==> src/rtl/cpu_pkg.sv <==
// Shared definitions for the S-Machine CPU.
// Contents:
//   ADDR_W / INST_W - program counter and instruction word widths.
//   fetch_state_t   - fetch FSM state encoding.
//   HALT_WORD_DEF   - default instruction encoding that stops fetching.
package cpu_pkg;

  localparam int ADDR_W = 8;
  localparam int INST_W = 16;

  localparam logic [INST_W-1:0] HALT_WORD_DEF = 16'hFFFF;

  typedef enum logic [1:0] {
    IDLE   = 2'd0,
    FETCH  = 2'd1,
    HALTED = 2'd2
  } fetch_state_t;

endpackage

==> src/rtl/pc_reg.sv <==
// Program counter register for the fetch stage.
// Ports:
//   clk, reset - clock and asynchronous active-high reset (pc <= RESET_PC)
//   load       - load target into pc; takes priority over inc
//   inc        - advance pc by one, wrapping modulo 256
//   target     - value loaded when load is high
//   pc         - current program counter
module pc_reg
  import cpu_pkg::*;
#(
  parameter logic [ADDR_W-1:0] RESET_PC = 8'h00
) (
  input  logic              clk,
  input  logic              reset,
  input  logic              load,
  input  logic              inc,
  input  logic [ADDR_W-1:0] target,
  output logic [ADDR_W-1:0] pc
);

  always_ff @(posedge clk or posedge reset) begin
    if (reset) begin
      pc <= RESET_PC;
    end else if (load) begin
      pc <= target;
    end else if (inc) begin
      pc <= pc + 8'd1;  // carry out is dropped on purpose
    end
  end

endmodule

==> src/rtl/fetch_unit.sv <==
// Instruction fetch stage: drives the PC into the combinational instruction
// memory, captures the returned word into ir and hands it to the decoder
// over a valid/ready handshake. Execute redirects override everything;
// a HALT_WORD stops fetching until a redirect or reset.
// Ports:
//   clk, reset       - clock and asynchronous active-high reset
//   mem_addr/mem_data - instruction memory address out / word in
//   ir, ir_pc        - captured instruction and its fetch address
//   ir_valid/ir_ready - handshake to the decoder
//   redirect_valid/redirect_target - control-flow change from execute
//   halted           - high while in HALTED
//
// state  | meaning
// -------+-----------------------------------------------------------
// IDLE   | one bubble cycle after reset, no fetch
// FETCH  | fetch one word per cycle whenever ir is free or being taken
// HALTED | halt word seen; pc frozen, ir may still drain
module fetch_unit
  import cpu_pkg::*;
#(
  parameter logic [ADDR_W-1:0] RESET_PC  = 8'h00,
  parameter logic [INST_W-1:0] HALT_WORD = HALT_WORD_DEF
) (
  input  logic              clk,
  input  logic              reset,
  output logic [ADDR_W-1:0] mem_addr,
  input  logic [INST_W-1:0] mem_data,
  output logic [INST_W-1:0] ir,
  output logic [ADDR_W-1:0] ir_pc,
  output logic              ir_valid,
  input  logic              ir_ready,
  input  logic              redirect_valid,
  input  logic [ADDR_W-1:0] redirect_target,
  output logic              halted
);

  fetch_state_t      state;
  logic [ADDR_W-1:0] pc;
  logic              fire;
  logic              is_halt;

  assign fire     = (state == FETCH) && (!ir_valid || ir_ready) && !redirect_valid;
  assign is_halt  = (mem_data == HALT_WORD);
  assign mem_addr = pc;

  pc_reg #(
    .RESET_PC (RESET_PC)
  ) u_pc_reg (
    .clk    (clk),
    .reset  (reset),
    .load   (redirect_valid),
    .inc    (fire && !is_halt),
    .target (redirect_target),
    .pc     (pc)
  );

  always_ff @(posedge clk or posedge reset) begin
    if (reset) begin
      state    <= IDLE;
      ir       <= '0;
      ir_pc    <= '0;
      ir_valid <= 1'b0;
      halted   <= 1'b0;
    end else if (redirect_valid) begin
      // Flush wins even over a same-cycle accept from the decoder.
      state    <= FETCH;
      ir_valid <= 1'b0;
      halted   <= 1'b0;
    end else begin
      // Default accept; overridden below when a fetch refills ir.
      if (ir_valid && ir_ready) begin
        ir_valid <= 1'b0;
      end
      case (state)
        IDLE: begin
          state <= FETCH;
        end
        FETCH: begin
          if (fire) begin
            ir       <= mem_data;
            ir_pc    <= pc;
            ir_valid <= 1'b1;
            if (is_halt) begin
              state  <= HALTED;
              halted <= 1'b1;
            end
          end
        end
        HALTED: begin
          halted <= 1'b1;
        end
        default: begin
          state <= IDLE;
        end
      endcase
    end
  end

endmodule

==> config.mk <==
export PLATFORM = sky130hd
export DESIGN_NAME = fetch_unit
export DESIGN_NICKNAME = d
export VERILOG_FILES = /design/src/rtl/cpu_pkg.sv /design/src/rtl/pc_reg.sv /design/src/rtl/fetch_unit.sv
export SDC_FILE = /design/constraint.sdc
export NUM_CORES = 1
export LEC_CHECK = 0
export CAP_MARGIN = 20
export CORE_MARGIN = 5
export CORE_UTILIZATION = 40
export CTS_CLUSTER_SIZE = 24
export DETAILED_ROUTE_END_ITERATION = 8
export PLACE_DENSITY = 0.78
export SYNTH_ARGS = -nofsm -noshare
export SYNTH_HDL_FRONTEND = slang
export SYNTH_SLANG_ARGS = --single-unit
==> constraint.sdc <==
create_clock -name clk -period 2.05 [get_ports clk]
set_input_delay 0.3075 -clock clk [delete_from_list [all_inputs] [get_ports clk]]
set_output_delay 0.3075 -clock clk [all_outputs]
set_load 0.01 [all_outputs]
==> results by group <==
Status
  – Status: finished clean

CTS
  – CTS tree: built
  – Clock slew seen by the registers of the worst setup and hold paths: 0.07 ns
  – Hold-fix buffers at CTS: 0
  – Clk buf depth: 2
  – CTS sink cnt: 36
  – Clk_lat worst skew: 0.28 ns
  – CTS resizes: 0
  – Post-CTS setup buffer count: 0
  – # H-tree levels: 2
  – Root Buffer Master: clkbuf_8
  – Cts bufs inserted: 5

STA
  – Fmax: slightly below 600 MHz
  – Hold Fails Final Rpt: 0
  – Finish-stage setup viols: 0
  – Worst Skew: 0.005417 ns
  – Worst Tran Pin Value: 0.4546 ns
  – Slew headroom: 69.69%
  – Tmin final: about 1.7 ns
  – Setup_tns: 0 ns
  – RSZ-0062 raised after global routing: no
  – Final Cycle Share: 84.45%
  – Slew Limit Fails: 0

Route
  – Vias post-DR: between 1000 and 1500
  – Drt drc: 0
  – Initial DRT Pass Iterations: 4
  – Antenna Nets Post-Route: 0
  – Post-DR vias/cell: 5.304
  – WL/cell: 16.28 µm
  – Initial DRC Count: 71
  – Drt total wl: 4022 µm

Synth
  – Seq cells post-synth: 36
  – Syn_area_per_cell: around 13 µm²
  – Mapped Nets: 157
  – Seq/Total Area, Yosys: 56.16%
  – Synth Instances: 128
  – Cell Area, Synth: about 0.0016 mm²
  – Yosys Warn Count: 0
  – Post-synthesis cell type count: 30

Global routing
  – Vias in the first global route: 1367
  – Pin count of the biggest net entering global routing: 37
  – Total Routing Usage GR: between 15 and 20%
  – First-pass GRT wire length: 6541 µm
  – GRT Max-Usage Layer: met2
  – Met2 Use GR: between 20% and 30%
  – Initial antenna violation count: 0
  – Global route overflow: 0
  – Routing usage on met1: 18.64%
  – Grt met3 use: under 10%

Pwr
  – Psw: just under 0.5 mW
  – Combinational Power Share: 25.6%
  – Maximum VDD drop: 457.2 µV
  – Power per cell area: 779.9 mW/mm²
  – Sw Share: 26.47%
  – Clk pwr share: 27.3%
  – Sequential share of power: 47.1%
  – Leak: 0.9677 nW
  – Internal Pwr Total: 1.363 mW

Finish
  – Area of the multi-input gates: 658.1 µm²
  – Commonest non-fill, non-tap cell in the layout: clkdlybuf4s50_1
  – Post-route design area: between 0.002 and 0.0025 mm²
  – Largest register FFs: 16
  – Flip-flop and latch area: 900.9 µm²
  – Layout cells sized above 1: 22.34%
  – Fillers: 300
  – Non-filler cells, final: 247
  – Syn-to-layout area delta: 48.21%
  – NumNets Final: 225
  – Antenna diodes: 0
  – Most frequent cells in the layout: clkdlybuf4s50_1, dfrtp_1, mux2_2

Die
  – Die height: between 70 and 80 µm
  – Die X: about 73 µm
  – Core Box Area: ~0.0039 mm²
  – Row cnt: 23
  – Die ar.: 0.005377 mm²
  – I/O pin total: just over 60
  – Initial core utilization: around two fifths

Job
  – Max-Cap Viols: 0

Setup path
  – Crit path max-delay family: buffers and inverters
  – CP Launch Type: flip-flop
  – Crit Path Category: flip-flop to output pin
  – Buf/Inv on CP: 1
  – CP max stage cell: clkdlybuf4s50_1
  – Critical path endpoint category: output pin
  – WP data required: 1.74 ns
  – CP peak stage delay: 0.61 ns
  – CP Data Arrival Time: between 1 and 1.5 ns
  – CP cell instances: clkdlybuf4s50_1
  – Max FO, Critical Path: 8

Placed design
  – Placed insts: 239
  – Routability cong.: 0.7949
  – DP HPWL: about 3000 µm
  – IO Port Bufs: 61
  – Placed Area: 0.002285 mm²

Hold path
  – HP Class: primary input to async pin
[per-layer routing]
| metal | vias to the layer above | share of wire, % |
|---|---|---|
| li1 | 613 | - |
| met1 | 626 | 38 |
| met2 | 67 | 51 |
| met3 | 4 | 9.4 |
| met4 | 0 | 0.99 |
| met5 | - | 0 |
[through the flow]
stage	hold WS [ns]	power (mW)	utilization, %	setup WS [ns]
2_1_floorplan	0.4232	1.065	-	0.5114
3_5_place_dp	0.4955	1.362	57.95	0.04890
6_report	0.4150	1.854	60.30	0.3188
4_1_cts	0.4322	1.879	60.30	0.3205
5_1_grt	0.4615	1.948	60.30	0.2506
3_3_place_gp	0.4745	1.346	57.95	0.1202
[cells in the mapped netlist, drive strengths merged]
| cell type | count | area, µm² |
|---|---|---|
| dfrtp | 36 | 900.9 |
| or2 | 2 | 12.51 |
| clkbuf | 2 | 7.510 |
| o211ai | 1 | 7.510 |
| and2 | 1 | 6.260 |
| and4 | 1 | 8.760 |
| nand2b | 1 | 6.260 |
| nor4 | 1 | 21.27 |
| nand3 | 4 | 20.02 |
| ha | 1 | 12.51 |
| mux2 | 24 | 270.3 |
| and3 | 2 | 12.51 |
| a21oi | 3 | 15.01 |
| buf | 3 | 22.52 |
| or3 | 2 | 12.51 |
| o21ai | 4 | 20.02 |
| o311ai | 4 | 35.03 |
| nand4 | 6 | 37.54 |
| or4 | 4 | 30.03 |
| a31oi | 5 | 31.28 |
| nand2 | 5 | 26.27 |
| inv | 4 | 15.01 |
| nor2b | 1 | 6.260 |
| a2bb2oi | 1 | 8.760 |
| and2b | 1 | 8.760 |
| nor2 | 6 | 25.03 |
| o31ai | 2 | 15.01 |
| or2b | 1 | 8.760 |
[layout make-up]
| class | count | share of cell area [%] |
|---|---|---|
| clock buffer | 6 | 3.474 |
| clock inverter | 2 | 0.4211 |
| tap | 50 | 2.632 |
| timing repair buffer | 66 | 27.26 |
| sequential | 36 | 37.89 |
| inverter | 4 | 0.6316 |
| multi-input combinational | 83 | 27.68 |
[path summary, 6_finish.rpt]
path | startpoint | to | slack [ns] | cells past startpoint
setup reg to reg | state[1] | ir[14] | 0.45 | 5
hold reg to reg | ir_pc[3] | ir_pc[3] | 0.51 | 1
max in group asynchronous | reset | ir_pc[4] | 1.30 | 3
hold / removal | reset | state[1] | 0.42 | 3
setup / recovery | u_pc_reg.pc[3] | mem_addr[3] | 0.32 | 1
min in group clk | ir_pc[3] | ir_pc[3] | 0.51 | 1
[power groups by stage]
| stage | logic [mW] | registers (mW) | clock network (mW) |
|---|---|---|---|
| final | 0.474 | 0.873 | 0.506 |
| after CTS | 0.481 | 0.872 | 0.525 |
| after detailed placement | 0.479 | 0.883 | 0 |
| after global routing | 0.509 | 0.885 | 0.553 |
| after floorplan | 0.151 | 0.914 | 0 |
| after global placement | 0.469 | 0.877 | 0 |
[tightest hold or removal path, cell delays in order]
cell,delay [ns]
clkdlybuf4s50_1,0.39
inv_1,0.05
buf_4,0.39
[cell families (layout without fill, tap and decap cells)]
kind of cell | after synthesis | after routing | share of synthesized area [%]
AND/OR/NAND/NOR | 38 | 38 | 15.13
buffers and inverters | 9 | 78 | 2.808
adder cells (fa/ha/maj) | 1 | 1 | 0.7799
flip-flops | 36 | 36 | 56.16
multiplexers | 24 | 24 | 16.85
AO/OA/AOI/OAI | 20 | 20 | 8.268
No activity file was read; power rests on OpenSTA's default activity.
